--- src/rtl/uart_arb_pkg.sv ---
// Shared types and helpers for the UART transmit round-robin arbiter.
// Latency: n/a (package only).
// Backpressure: n/a.
package uart_arb_pkg;

  typedef enum logic [1:0] {
    IDLE      = 2'd0,
    LAUNCH    = 2'd1,
    WAIT_RISE = 2'd2,
    WAIT_FALL = 2'd3
  } arb_state_e;

  // Advance a round-robin pointer with an explicit wrap compare so that a
  // non-power-of-two requester count never relies on bit truncation.
  function automatic int unsigned next_ptr(input int unsigned ptr, input int unsigned nreq);
    return (ptr >= nreq - 1) ? 0 : ptr + 1;
  endfunction

endpackage

--- src/rtl/uart_tx_rr_arbiter_rr_pick.sv ---
// Rotate-priority encoder: first set req bit scanning from ptr with wrap.
// Latency: purely combinational.
// Backpressure: none; caller decides when to consume the pick.
module uart_tx_rr_arbiter_rr_pick #(
  parameter int NREQ = 4,
  parameter int IDW  = $clog2(NREQ)
) (
  input  logic [NREQ-1:0] req_i,
  input  logic [IDW-1:0]  ptr_i,
  output logic            any_o,
  output logic [IDW-1:0]  idx_o
);

  logic [IDW:0] cand;

  // Scan offsets from farthest to nearest so the nearest hit is written last.
  always_comb begin
    any_o = 1'b0;
    idx_o = '0;
    cand  = '0;
    for (int o = NREQ - 1; o >= 0; o--) begin
      cand = {1'b0, ptr_i} + (IDW+1)'(o);
      if (cand >= (IDW+1)'(NREQ)) cand = cand - (IDW+1)'(NREQ);
      if (req_i[cand[IDW-1:0]]) begin
        any_o = 1'b1;
        idx_o = cand[IDW-1:0];
      end
    end
  end

endmodule

--- src/rtl/uart_tx_rr_arbiter.sv ---
// Shares one UART transmitter between NREQ producers, round-robin fair.
// Latency: 1 cycle from a request seen in IDLE to ack/tx_start.
// Backpressure: holds off grants while tx_busy is high; one frame in flight.
module uart_tx_rr_arbiter
  import uart_arb_pkg::*;
#(
  parameter int NREQ         = 4,
  parameter int W            = 16,
  parameter int BUSY_TIMEOUT = 4
) (
  input  logic                 clk,
  input  logic                 rst,
  input  logic [NREQ-1:0]      req,
  input  logic [NREQ*W-1:0]    req_data,
  output logic [NREQ-1:0]      ack,
  output logic [W-1:0]         tx_data,
  output logic                 tx_start,
  input  logic                 tx_busy,
  output logic [$clog2(NREQ)-1:0] grant_id,
  output logic                 busy
);

  localparam int IDW  = $clog2(NREQ);
  localparam int CNTW = (BUSY_TIMEOUT > 1) ? $clog2(BUSY_TIMEOUT) : 1;

  arb_state_e       state_q, state_d;
  logic [IDW-1:0]   ptr_q, ptr_d;
  logic [IDW-1:0]   grant_q, grant_d;
  logic [CNTW-1:0]  cnt_q, cnt_d;
  logic [NREQ-1:0]  ack_q, ack_d;
  logic             start_q, start_d;
  logic [W-1:0]     data_q, data_d;

  logic             pick_any;
  logic [IDW-1:0]   pick_idx;

  uart_tx_rr_arbiter_rr_pick #(
    .NREQ (NREQ),
    .IDW  (IDW)
  ) u_pick (
    .req_i (req),
    .ptr_i (ptr_q),
    .any_o (pick_any),
    .idx_o (pick_idx)
  );

  // Next-state and registered-output logic; ack/start are single-cycle pulses.
  always_comb begin
    state_d = state_q;
    ptr_d   = ptr_q;
    grant_d = grant_q;
    cnt_d   = cnt_q;
    ack_d   = '0;
    start_d = 1'b0;
    data_d  = data_q;
    case (state_q)
      IDLE: begin
        // A busy transmitter here is a leftover or foreign frame: never grant over it.
        if (!tx_busy && pick_any) begin
          data_d  = req_data[32'(pick_idx)*W +: W];
          grant_d = pick_idx;
          ack_d   = NREQ'(1) << pick_idx;
          start_d = 1'b1;
          state_d = LAUNCH;
        end
      end
      LAUNCH: begin
        ptr_d   = IDW'(next_ptr(32'(grant_q), NREQ));
        cnt_d   = '0;
        state_d = WAIT_RISE;
      end
      WAIT_RISE: begin
        if (tx_busy) begin
          state_d = WAIT_FALL;
        end else if (cnt_q == CNTW'(BUSY_TIMEOUT - 1)) begin
          // Transmitter never acknowledged the start; treat the frame as done.
          state_d = IDLE;
        end else begin
          cnt_d = cnt_q + CNTW'(1);
        end
      end
      WAIT_FALL: begin
        if (!tx_busy) state_d = IDLE;
      end
      default: state_d = IDLE;
    endcase
  end

  // State register with synchronous reset that drops any frame in progress.
  always_ff @(posedge clk) begin
    if (rst) begin
      state_q <= IDLE;
      ptr_q   <= '0;
      grant_q <= '0;
      cnt_q   <= '0;
      ack_q   <= '0;
      start_q <= 1'b0;
      data_q  <= '0;
    end else begin
      state_q <= state_d;
      ptr_q   <= ptr_d;
      grant_q <= grant_d;
      cnt_q   <= cnt_d;
      ack_q   <= ack_d;
      start_q <= start_d;
      data_q  <= data_d;
    end
  end

  assign ack      = ack_q;
  assign tx_start = start_q;
  assign tx_data  = data_q;
  assign grant_id = grant_q;
  assign busy     = (state_q != IDLE);

endmodule

--- config.mk ---
export PLATFORM = sky130hd
export DESIGN_NAME = uart_tx_rr_arbiter
export DESIGN_NICKNAME = d
export VERILOG_FILES = /design/src/rtl/uart_arb_pkg.sv /design/src/rtl/uart_tx_rr_arbiter_rr_pick.sv /design/src/rtl/uart_tx_rr_arbiter.sv
export SDC_FILE = /design/constraint.sdc
export NUM_CORES = 1
export LEC_CHECK = 0
export BUFFER_PORTS_ARGS = -buffer_cell sky130_fd_sc_hd__buf_2
export CAP_MARGIN = 20
export CORE_UTILIZATION = 38
export CTS_CLUSTER_SIZE = 10
export DETAILED_ROUTE_END_ITERATION = 10
export HOLD_SLACK_MARGIN = 0.06
export MAX_ROUTING_LAYER = met4
export PLACE_DENSITY = 0.76
export REMOVE_ABC_BUFFERS = 1
export SLEW_MARGIN = 20
export SYNTH_ARGS = -nofsm -noshare
export SYNTH_HDL_FRONTEND = slang
export SYNTH_HIERARCHICAL = 1
export SYNTH_SLANG_ARGS = --single-unit
--- constraint.sdc ---
create_clock -name clk -period 1.7 [get_ports clk]
set_input_delay 0.255 -clock clk [delete_from_list [all_inputs] [get_ports clk]]
set_output_delay 0.255 -clock clk [all_outputs]
set_load 0.01 [all_outputs]
==> reports/results.tsv, run 1 <==
stage	metric	value	unit
detailed_routing	routed_via_density	5.17	
worst_setup_path	worstPathRequired	1.86	ns
global_route	grt_max_degree	21	
clocking	clockRootBuffer	clkbuf_8	
worst_setup_path	arrival	2.01	ns
sta	setup_violations	16	
die	ios	95	
clocking	cts_tree	done	
worst_setup_path	max_stage_delay	0.48	ns
flow_run	max_cap_viol_count	0	
die	dieWidth	64.1	µm
finish	utilization	60.1	%
sta	maxSlewHeadroom	76.9	%
sta	skew	0.00523	ns
finish	layout_commonest_cell	buf_2	
sta	max_freq	0.540	GHz
run_status	violations	setup timing	
worst_setup_path	crit_buf_inv	2	
clocking	hold_buffers	0	
finish	final_cell_mix	buf_2, dfxtp_1, a22o_1	
finish	final_cells	270	
clocking	clockBufferDepth	2	
logic_synthesis	synth_compound_area_share	15.8	%
power	p_per_area	838	nW/µm²
placement	numPortBuffers	94	
worst_setup_path	cp_slowest_cell	mux4_2	
sta	tightest_slew	0.346	ns
die	dieArea	4110	µm²
placement	place_ws	-0.193	ns
logic_synthesis	synthMuxAreaShare	26.6	%
logic_synthesis	synthDistinctLibCells	29	
logic_synthesis	ys.flop_type	dfxtp_1	
clocking	path_clk_slew	0.06	ns
placement	place_congestion	0.713	
sta	fin_hold_ws	0.263	ns
sta	slew_viol_final	0	
worst_setup_path	crit_top_cell	buf_12	
detailed_routing	drtAntennaViolNets	0	
clocking	clock_sinks	29	
logic_synthesis	yosys.area_share.xor_xnor	0	%
die	die_height	64.1	µm
logic_synthesis	synth_edf_count	0	
finish	drive_above_1_share	62.2	%
global_route	grt_pass1_wl	6180	µm
logic_synthesis	synth_area_per_cell	12.4	µm²
logic_synthesis	synth-adder-area-share	1.71	%
sta	layout_setup_ws	-0.151	ns
detailed_routing	totalWireLength	3830	µm
finish	fillers	326	
power	total_power	0.00186	W
logic_synthesis	synth_top_family_by_area	multiplexers	
logic_synthesis	syn_area	1470	µm²
global_route	grtUsageTotal	20.7	%
worst_setup_path	cp_cell_sequence	mux2i_1 -> a211oi_4 -> buf_12 -> buf_12 -> mux4_2 -> a22o_1	
sta	fin_crit_sh	109	%
placement	dpl.hpwl	2860	µm
clocking	clock_latency	0.27	ns
logic_synthesis	yosysSeqAreaShare	39.6	%
power	ir_worst_vdd	0.650	mV
worst_setup_path	end_kind	register	
worst_setup_path	path_max_fanout	6	
global_route	antenna_found_initial	0	
global_route	grt_overflow	0	
die	core_area	3690	µm²
clocking	numCtsBuffers	5	
logic_synthesis	syn_inst	118	
detailed_routing	drt_iter0_markers	41	
logic_synthesis	async_flop_share	0	%
finish	finalNetCount	295	
sta	period_needed	1.85	ns
die	start_util	39.8	%
detailed_routing	dr.pass1.iters	4	
die	std_cell_rows	22	
worst_setup_path	critPathKind	reg -> reg	
run_status	status	finished with violations	
detailed_routing	route.vias.total	1395	
sta	rsz0062_at_grt	true	
finish	area_growth	51.2	%
global_route	grt_pass1_vias	1405	
detailed_routing	wire_per_inst	14.2	µm
detailed_routing	drc	0	
clocking	htree_num_levels	2	
worst_hold_path	min_path_type	in -> reg	
power	cellLeakagePower	1.06	nW
finish	antenna_cells	0	
logic_synthesis	yosysWarnings	6	
worst_setup_path	worstSetupStartpointType	register	
logic_synthesis	yosys.area_share.simple	12.1	%
placement	dp.cells	260	
sta	hold_viol_final	0	
worst_setup_path	crit_family	multiplexers	
logic_synthesis	ys_ff_latch	29	
## layout make-up
class	count	area, µm²	share of cell area (%)
Multi-Input combinational cell	79	853	38.5
Timing Repair Buffer	106	631	28.4
Sequential cell	29	584	26.3
Clock buffer	7	86.3	3.89
Tap cell	48	60.1	2.71
Inverter	1	3.75	0.169
## stage by stage
step / setup TNS [ns] / instance area [µm²]
after CTS: -1.90 / 2210
final: -2.06 / 2220
after detailed placement: -2.41 / 2040
after floorplan: -19.41 / 1410
after global routing: -3.28 / 2220
after global placement: -2.18 / 2040
## sequential cells by signal, indices dropped and copies added (netlist names)
register  cells
tx_data      16
ack           4
cnt_q         2
grant_id      2
ptr_q         2
state_q       2
tx_start      1
## power by group
group | leakage (nW) | internal, W | switching, W | total [W]
Sequential | 0.238 | 0.000737 | 0.0000366 | 0.000773
Combinational | 0.780 | 0.000315 | 0.000215 | 0.000530
Clock | 0.0443 | 0.000320 | 0.000234 | 0.000554
## synth_stat cells, types with 2 or more instances
cell type  number  share of area (%)
a21oi_1         5                1.7
a22o_1         18                 11
buf_2           2               0.68
buf_4           2                1.0
buf_6           2                1.5
clkbuf_1        3               0.77
dfxtp_1        29                 40
ha_1            2                1.7
mux2i_1         3                2.0
mux4_2         16                 25
nand2_1         4                1.0
nand2b_1        3                1.3
nor2_1          9                2.3
nor2b_1         2               0.85
nor3b_1         3                1.5
o21bai_1        2                1.0
## repair_timing
action | 4_1_cts | 5_1_grt
resized for setup | 7 | 2
buffers inserted | 2 | 0
endpoints found under the setup margin | 16 | 16
pin swaps | 7 | 0
cloned | 1 | 0
## routing by layer
metal  share of wire (%)  vias to the layer above  GRT usage [%]
met2                  52                       60           37.6
met1                  41                      662           22.1
met4                 1.2                        0           6.94
met3                 6.1                        4           4.64
met5                   0                        -              -
li1                    -                      669              -
## final timing paths
path                                start                       to  slack, ns  cells after the start
setup / recovery    ptr_q[1]$_SDFFE_PP0N_  tx_data[6]$_SDFFE_PP0P_      -0.15                      6
hold / removal                        rst    cnt_q[0]$_SDFFE_PP0P_       0.26                      2
setup reg to reg    ptr_q[1]$_SDFFE_PP0N_  tx_data[6]$_SDFFE_PP0P_      -0.15                      6
hold reg to reg   tx_data[7]$_SDFFE_PP0P_  tx_data[7]$_SDFFE_PP0P_       0.47                      1
## cells by family after synthesis
family,count (synthesis)
compound gates,29
simple gates,29
mux,19
fa+ha+maj,2
flops,29
buf+inv,10
No activity file was read; power rests on OpenSTA's default activity.
==> run 2, diff against run 1 <==
--- a/config.mk
+++ b/config.mk
@@ -7,12 +7,12 @@
 export LEC_CHECK = 0
 export BUFFER_PORTS_ARGS = -buffer_cell sky130_fd_sc_hd__buf_2
 export CAP_MARGIN = 20
-export CORE_UTILIZATION = 38
+export CORE_UTILIZATION = 45
 export CTS_CLUSTER_SIZE = 10
 export DETAILED_ROUTE_END_ITERATION = 10
 export HOLD_SLACK_MARGIN = 0.06
 export MAX_ROUTING_LAYER = met4
-export PLACE_DENSITY = 0.76
+export PLACE_DENSITY = 0.85
 export REMOVE_ABC_BUFFERS = 1
 export SLEW_MARGIN = 20
 export SYNTH_ARGS = -nofsm -noshare
==> constraint.sdc (replaced) <==
create_clock -name clk -period 2.3 [get_ports clk]
set_input_delay 0.345 -clock clk [delete_from_list [all_inputs] [get_ports clk]]
set_output_delay 0.345 -clock clk [all_outputs]
set_load 0.01 [all_outputs]
==> run 2 against run 1 <==
  * The flow now finishes without violations
  * Critical path depth shrank 1
  * Global-route usage grew 0.14 points
  * Sequential power shrank 26%
  * Power shrank 35%
  * Combinational power shrank 38%
  * Largest cell class unchanged
  * Critical endpoint is now tx_data[15]$_SDFFE_PP0P_
  * Flip-flop and latch count is the same
  * Setup slack gained 0.51 ns
==> reports/results.tsv, run 2 (synthesized netlist as in run 1, its figures left out) <==
stage	metric	value	unit	change
detailed_routing	route.vias.total	1337		was 1395
power	ir_worst_vdd	0.310	mV	was 0.650 mV
detailed_routing	totalWireLength	3350	µm	was 3830 µm
clocking	postCtsSetupRepairBufs	0		was 2
sta	tightest_slew	0.732	ns	was 0.346 ns
die	dieArea	3490	µm²	was 4110 µm²
finish	layout_commonest_cell	buf_2		unchanged
placement	dpl.hpwl	2610	µm	was 2860 µm
worst_setup_path	r2r_slack	0.35	ns	was -0.15 ns
detailed_routing	routed_via_density	5.24		was 5.17
worst_setup_path	critPathKind	reg -> reg		unchanged
finish	final_cell_mix	buf_2, dfxtp_1, a22o_1		unchanged
global_route	antenna_found_initial	0		unchanged
die	die_height	59.1	µm	was 64.1 µm
worst_setup_path	max_stage_delay	0.51	ns	was 0.48 ns
sta	hold_viol_final	0		unchanged
clocking	cts_tree	done		unchanged
clocking	cts_resized	0		was 7
clocking	clock_sinks	29		unchanged
detailed_routing	drc	0		unchanged
placement	place_ws	0.0728	ns	was -0.193 ns
sta	period_needed	1.95	ns	was 1.85 ns
clocking	path_clk_slew	0.08	ns	was 0.06 ns
sta	fin_crit_sh	84.6	%	was 109%
sta	setup_violations	0		was 16
global_route	grt_pass1_vias	1211		was 1405
run_status	status	finished clean		was finished with violations
sta	max_freq	0.514	GHz	was 0.540 GHz
detailed_routing	drt_iter0_markers	24		was 41
sta	fin_hold_ws	0.305	ns	was 0.263 ns
clocking	htree_num_levels	2		unchanged
clocking	clockBufferDepth	2		unchanged
global_route	grt_max_degree	22		was 21
finish	finalNetCount	284		was 295
power	p_per_area	593	nW/µm²	was 838 nW/µm²
detailed_routing	wire_per_inst	13.1	µm	was 14.2 µm
sta	layout_setup_ws	0.354	ns	was -0.151 ns
die	start_util	47.7	%	was 39.8%
power	cellLeakagePower	0.971	nW	was 1.06 nW
finish	utilization	65.8	%	was 60.1%
global_route	grt_pass1_wl	5050	µm	was 6180 µm
global_route	grtUsageTotal	20.8	%	was 20.7%
clocking	clockRootBuffer	clkbuf_4		was clkbuf_8
finish	area_growth	37.9	%	was 51.2%
flow_run	max_cap_viol_count	0		unchanged
finish	fillers	260		was 326
worst_hold_path	min_path_type	in -> reg		unchanged
sta	rsz0062_at_grt	false		was true
global_route	grt_overflow	0		unchanged
finish	largest_register_ffs	16		unchanged
clocking	numCtsBuffers	5		unchanged
sta	slew_viol_final	0		unchanged
worst_setup_path	end_kind	register		unchanged
worst_setup_path	worstPathRequired	2.51	ns	was 1.86 ns
die	dieWidth	59.1	µm	was 64.1 µm
worst_setup_path	path_max_fanout	21		was 6
sta	skew	0.00326	ns	was 0.00523 ns
worst_setup_path	cp_cell_sequence	mux2i_1 -> a211oi_4 -> buf_12 -> mux4_2 -> a22o_1		was mux2i_1 -> a211oi_4 -> buf_12 -> buf_12 -> mux4_2 -> a22o_1
worst_setup_path	worstSetupStartpointType	register		unchanged
power	total_power	0.00120	W	was 0.00186 W
die	ios	95		unchanged
clocking	clock_latency	0.31	ns	was 0.27 ns
die	std_cell_rows	20		was 22
worst_setup_path	cp_slowest_cell	mux4_2		unchanged
placement	place_congestion	0.748		was 0.713
die	core_area	3080	µm²	was 3690 µm²
finish	drive_above_1_share	58.8	%	was 62.2%
detailed_routing	dr.pass1.iters	4		unchanged
clocking	hold_buffers	0		unchanged
worst_setup_path	arrival	2.15	ns	was 2.01 ns
placement	numPortBuffers	94		unchanged
sta	maxSlewHeadroom	51.1	%	was 76.9%
finish	antenna_cells	0		unchanged
detailed_routing	drtAntennaViolNets	0		unchanged
-- run 2: worst max-delay path: cells and delay by family (launching register included) --
family | cells | cell delay [ns]
muxes | 2 | 0.66
buffers and inverters | 1 | 0.22
AOI/OAI and AO/OA | 2 | 0.52
DFF | 1 | 0.43
-- run 2: power by group --
group	internal (W)	total, W	switching (W)	leakage, nW
sequential	0.000544	0.000574	0.0000303	0.237
combinational	0.000189	0.000327	0.000138	0.702
clock	0.000144	0.000299	0.000155	0.0314
-- run 2: path summary, 6_finish.rpt --
kind                            from                       end  cells after the start
min                              rst     cnt_q[0]$_SDFFE_PP0P_                      2
min reg2reg  tx_data[9]$_SDFFE_PP0P_   tx_data[9]$_SDFFE_PP0P_                      1
max reg2reg    ptr_q[1]$_SDFFE_PP0N_  tx_data[15]$_SDFFE_PP0P_                      5
max            ptr_q[1]$_SDFFE_PP0N_  tx_data[15]$_SDFFE_PP0P_                      5
-- run 2: per-stage QoR --
step	setup TNS (ns)	instances	area, µm²
2_1_floorplan	-7.45	109	1410
3_3_place_gp	0	248	1960
3_5_place_dp	0	248	1960
4_1_cts	0	255	2020
5_1_grt	0	255	2020
6_report	0	255	2020
-- run 2: layout make-up --
class	count	area [µm²]	share of cell area, %
clock buffers	7	55.1	2.72
multi-input cells	79	840	41.5
repair buffers	95	490	24.2
flip-flops and latches	29	581	28.7
well taps	44	55.1	2.72
inverters	1	3.75	0.185
-- run 2: layer usage --
layer  GRT usage (%)  up-vias  share of wire [%]
met5               -        -                  0
met4            9.18        0                1.3
met3            4.59        5                6.0
met2            37.7       56                 55
met1            21.6      628                 38
li1                -      648                  -
==> run 3, diff against run 2 <==
--- a/config.mk
+++ b/config.mk
@@ -5,6 +5,7 @@
 export SDC_FILE = /design/constraint.sdc
 export NUM_CORES = 1
 export LEC_CHECK = 0
+export ABC_AREA = 1
 export BUFFER_PORTS_ARGS = -buffer_cell sky130_fd_sc_hd__buf_2
 export CAP_MARGIN = 20
 export CORE_UTILIZATION = 45
@@ -12,7 +13,7 @@
 export DETAILED_ROUTE_END_ITERATION = 10
 export HOLD_SLACK_MARGIN = 0.06
 export MAX_ROUTING_LAYER = met4
-export PLACE_DENSITY = 0.85
+export PLACE_DENSITY = 0.8
 export REMOVE_ABC_BUFFERS = 1
 export SLEW_MARGIN = 20
 export SYNTH_ARGS = -nofsm -noshare
==> constraint.sdc (replaced) <==
create_clock -name clk -period 1.8 [get_ports clk]
set_input_delay 0.27 -clock clk [delete_from_list [all_inputs] [get_ports clk]]
set_output_delay 0.27 -clock clk [all_outputs]
set_load 0.01 [all_outputs]
==> run 3 against run 2 <==
  * Utilization increased by 4.5 points
  * Register-to-register slack worse by 0.32 ns
  * Final area is 31% higher
  * Worst hold slack got worse by 0.056 ns
  * Critical endpoint is now ack[1]$_SDFF_PP0_
  * Largest cell class unchanged
==> reports/results.tsv, run 3 <==
stage	metric	value	unit	change
clocking	clock_latency	0.28	ns	was 0.31 ns
global_route	grtUsageTotal	24.3	%	was 20.8%
clocking	cts_tree	done		unchanged
worst_setup_path	arrival	1.98	ns	was 2.15 ns
clocking	hold_buffers	0		unchanged
global_route	grt_pass1_vias	1839		was 1211
worst_setup_path	regToRegEndpoint	ack[1]$_SDFF_PP0_		was tx_data[15]$_SDFFE_PP0P_
sta	rsz0062_at_grt	true		was false
power	p_sw	0.00202	W	was 0.000323 W
worst_setup_path	startpoint	ptr_q[0]$_SDFFE_PP0N_		was ptr_q[1]$_SDFFE_PP0N_
placement	place_congestion	0.889		was 0.748
finish	drive_above_1_share	41.2	%	was 58.8%
sta	slew_viol_final	0		unchanged
global_route	antenna_found_initial	0		unchanged
power	cellLeakagePower	1.46	nW	was 0.971 nW
logic_synthesis	yosysTopAreaCell	dfxtp_1		unchanged
global_route	grt_util_met3	6.94	%	was 4.59%
die	die_height	65.6	µm	was 59.1 µm
finish	area_growth	45.7	%	was 37.9%
finish	antenna_cells	0		unchanged
finish	finalNetCount	460		was 284
logic_synthesis	ys.flop_type	dfxtp_1		unchanged
clocking	htree_num_levels	2		unchanged
finish	layout_commonest_cell	nand2_1		was buf_2
run_status	status	finished clean		unchanged
die	std_cell_rows	22		was 20
logic_synthesis	async_flop_share	0	%	unchanged
detailed_routing	route.vias.total	2170		was 1337
global_route	grtUsageMet2	41.0	%	was 37.7%
worst_setup_path	critPathKind	reg -> reg		unchanged
global_route	grt_max_degree	36		was 22
logic_synthesis	ys_ff_latch	29		unchanged
die	core_area	3770	µm²	was 3080 µm²
die	ios	95		unchanged
sta	skew	0.00498	ns	was 0.00326 ns
power	p_sw_share	46.6	%	was 26.9%
power	p_per_area	1630	nW/µm²	was 593 nW/µm²
detailed_routing	totalWireLength	5380	µm	was 3350 µm
power	seq_power_share	22.8	%	was 47.8%
worst_setup_path	r2r_cells	12		was 5
worst_setup_path	end_kind	register		unchanged
clocking	clock_sinks	29		unchanged
die	dieWidth	65.6	µm	was 59.1 µm
detailed_routing	drc	0		unchanged
clocking	path_clk_slew	0.07	ns	was 0.08 ns
logic_synthesis	yosys-top-cells-area	dfxtp_1, nand2_1, nand3_1		was dfxtp_1, mux4_2, a22o_1
flow_run	max_cap_viol_count	0		unchanged
global_route	grt_pass1_wl	7800	µm	was 5050 µm
sta	tightest_slew	0.353	ns	was 0.732 ns
logic_synthesis	synth.most_common_cell	nand2_1		was dfxtp_1
sta	setup_violations	0		unchanged
logic_synthesis	synthTopCellsByCount	nand2_1, nand3_1, dfxtp_1, nor2_1, inv_1		was dfxtp_1, a22o_1, mux4_2, nor2_1, a21oi_1
logic_synthesis	synthDistinctLibCells	25		was 29
power	internal_power	0.00231	W	was 0.000878 W
logic_synthesis	synth_area_per_cell	6.34	µm²	was 12.4 µm²
worst_setup_path	endpoint	ack[1]$_SDFF_PP0_		was tx_data[15]$_SDFFE_PP0P_
detailed_routing	dr.pass1.iters	6		was 4
die	start_util	48.2	%	was 47.7%
logic_synthesis	synth_edf_count	0		unchanged
placement	numPortBuffers	94		unchanged
worst_hold_path	holdPathStages	2		unchanged
sta	layout_setup_ws	0.0311	ns	was 0.354 ns
sta	fin_crit_sh	98.3	%	was 84.6%
logic_synthesis	yosysSeqAreaShare	31.9	%	was 39.6%
worst_hold_path	min_path_type	in -> reg		unchanged
global_route	busiest_layer	met2		unchanged
finish	fillers	331		was 260
placement	place_ws	-0.0161	ns	was 0.0728 ns
clocking	numCtsBuffers	5		unchanged
clocking	clockBufferDepth	2		unchanged
sta	max_freq	0.565	GHz	was 0.514 GHz
clocking	clockRootBuffer	clkbuf_8		was clkbuf_4
finish	final_cells	436		was 255
logic_synthesis	syn_area	1820	µm²	was 1470 µm²
worst_setup_path	r2r_start	ptr_q[0]$_SDFFE_PP0N_		was ptr_q[1]$_SDFFE_PP0N_
power	comb_power_share	65.0	%	was 27.3%
sta	maxSlewHeadroom	76.5	%	was 51.1%
power	ir_worst_vdd	0.744	mV	was 0.310 mV
finish	final_cell_mix	nand2_1, buf_2, nand3_1		was buf_2, dfxtp_1, a22o_1
worst_setup_path	worstSetupStartpointType	register		unchanged
worst_setup_path	path_max_fanout	16		was 21
power	pwr-share-clk	12.1	%	was 24.9%
sta	hold_viol_final	0		unchanged
worst_setup_path	r2r_slack	0.03	ns	was 0.35 ns
power	total_power	0.00432	W	was 0.00120 W
worst_setup_path	worstPathRequired	2.01	ns	was 2.51 ns
global_route	met1_usage	26.3	%	was 21.6%
logic_synthesis	synth_top_area_share	31.9	%	was 39.6%
logic_synthesis	yosysWarnings	6		unchanged
sta	period_needed	1.77	ns	was 1.95 ns
global_route	grt_overflow	0		unchanged
detailed_routing	routed_via_density	4.98		was 5.24
detailed_routing	drt_iter0_markers	108		was 24
detailed_routing	wire_per_inst	12.3	µm	was 13.1 µm
die	dieArea	4300	µm²	was 3490 µm²
detailed_routing	drtAntennaViolNets	0		unchanged
placement	dpl.hpwl	3420	µm	was 2610 µm
logic_synthesis	syn_inst	287		was 118
finish	largest_register_ffs	16		unchanged
placement	dp.cells	420		was 248
[run 3: stage by stage]
stage	util (%)	TNS [ns]	hold slack (ns)	area, µm²
final	70.3	0	0.248	2650
after global routing	70.3	-0.593	0.254	2650
after CTS	64.6	0	0.237	2430
after detailed placement	61.4	-0.0274	0.434	2320
after global placement	61.4	0	0.432	2320
after floorplan	-	-15.21	0.339	1730
[run 3: critical path: stages, from the launching register on]
cell       delay [ns]
dfxtp_4          0.37
buf_6            0.12
nand2_2          0.06
and2_4           0.17
nand2_2          0.07
nand2_2          0.07
inv_4            0.07
nand3_2          0.10
nand2_4          0.13
inv_6            0.06
clkbuf_16        0.17
buf_4            0.14
nor3_2           0.15
[run 3: repair_timing]
| item | CTS | global route |
|---|---|---|
| pin swaps | 0 | 9 |
| endpoints found under the setup margin | 8 | 20 |
| gates cloned | 0 | 4 |
| setup buffers | 2 | 2 |
| gates resized for setup | 1 | 31 |
[run 3: power groups by stage]
stage | Clock (W) | Sequential, W | Combinational [W]
6_report | 0.000525 | 0.000988 | 0.00281
3_5_place_dp | 0 | 0.000982 | 0.00216
3_3_place_gp | 0 | 0.000983 | 0.00212
4_1_cts | 0.000537 | 0.000971 | 0.00227
5_1_grt | 0.000558 | 0.00101 | 0.00308
2_1_floorplan | 0 | 0.00106 | 0.00132
[run 3: cell type report]
class                   instances  area, µm²  share of cell area (%)
repair buffers                106        674                    25.4
clock buffers                   5       68.8                    2.60
flip-flops and latches         29        586                    22.1
clock inverters                 3       17.5                   0.661
inverters                      18       78.8                    2.97
well taps                      48       60.1                    2.27
multi-input cells             227       1170                    44.0
[run 3: cells by family after synthesis]
logic type / Yosys count / synth area share (%)
compound gates: 13 / 4.54
fa+ha+maj: 2 / 1.38
buf+inv: 31 / 8.80
flops: 29 / 31.9
simple gates: 212 / 53.4
[run 3: worst min path at each step]
stage	start	endpoint	slack (ns)
after global routing	rst	state_q[1]$_SDFFE_PP0P_	0.25
after global placement	tx_data[1]$_SDFFE_PP0P_	tx_data[1]$_SDFFE_PP0P_	0.43
after detailed placement	tx_data[0]$_SDFFE_PP0P_	tx_data[0]$_SDFFE_PP0P_	0.43
after CTS	rst	state_q[1]$_SDFFE_PP0P_	0.24
after floorplan	rst	cnt_q[1]$_SDFFE_PP0P_	0.34
final	rst	ptr_q[0]$_SDFFE_PP0N_	0.25
[run 3: metal layers]
layer | vias up | wire length [µm]
li1 | 1111 | -
met1 | 956 | 2260
met2 | 94 | 2660
met3 | 9 | 373
met4 | 0 | 91
met5 | - | 0
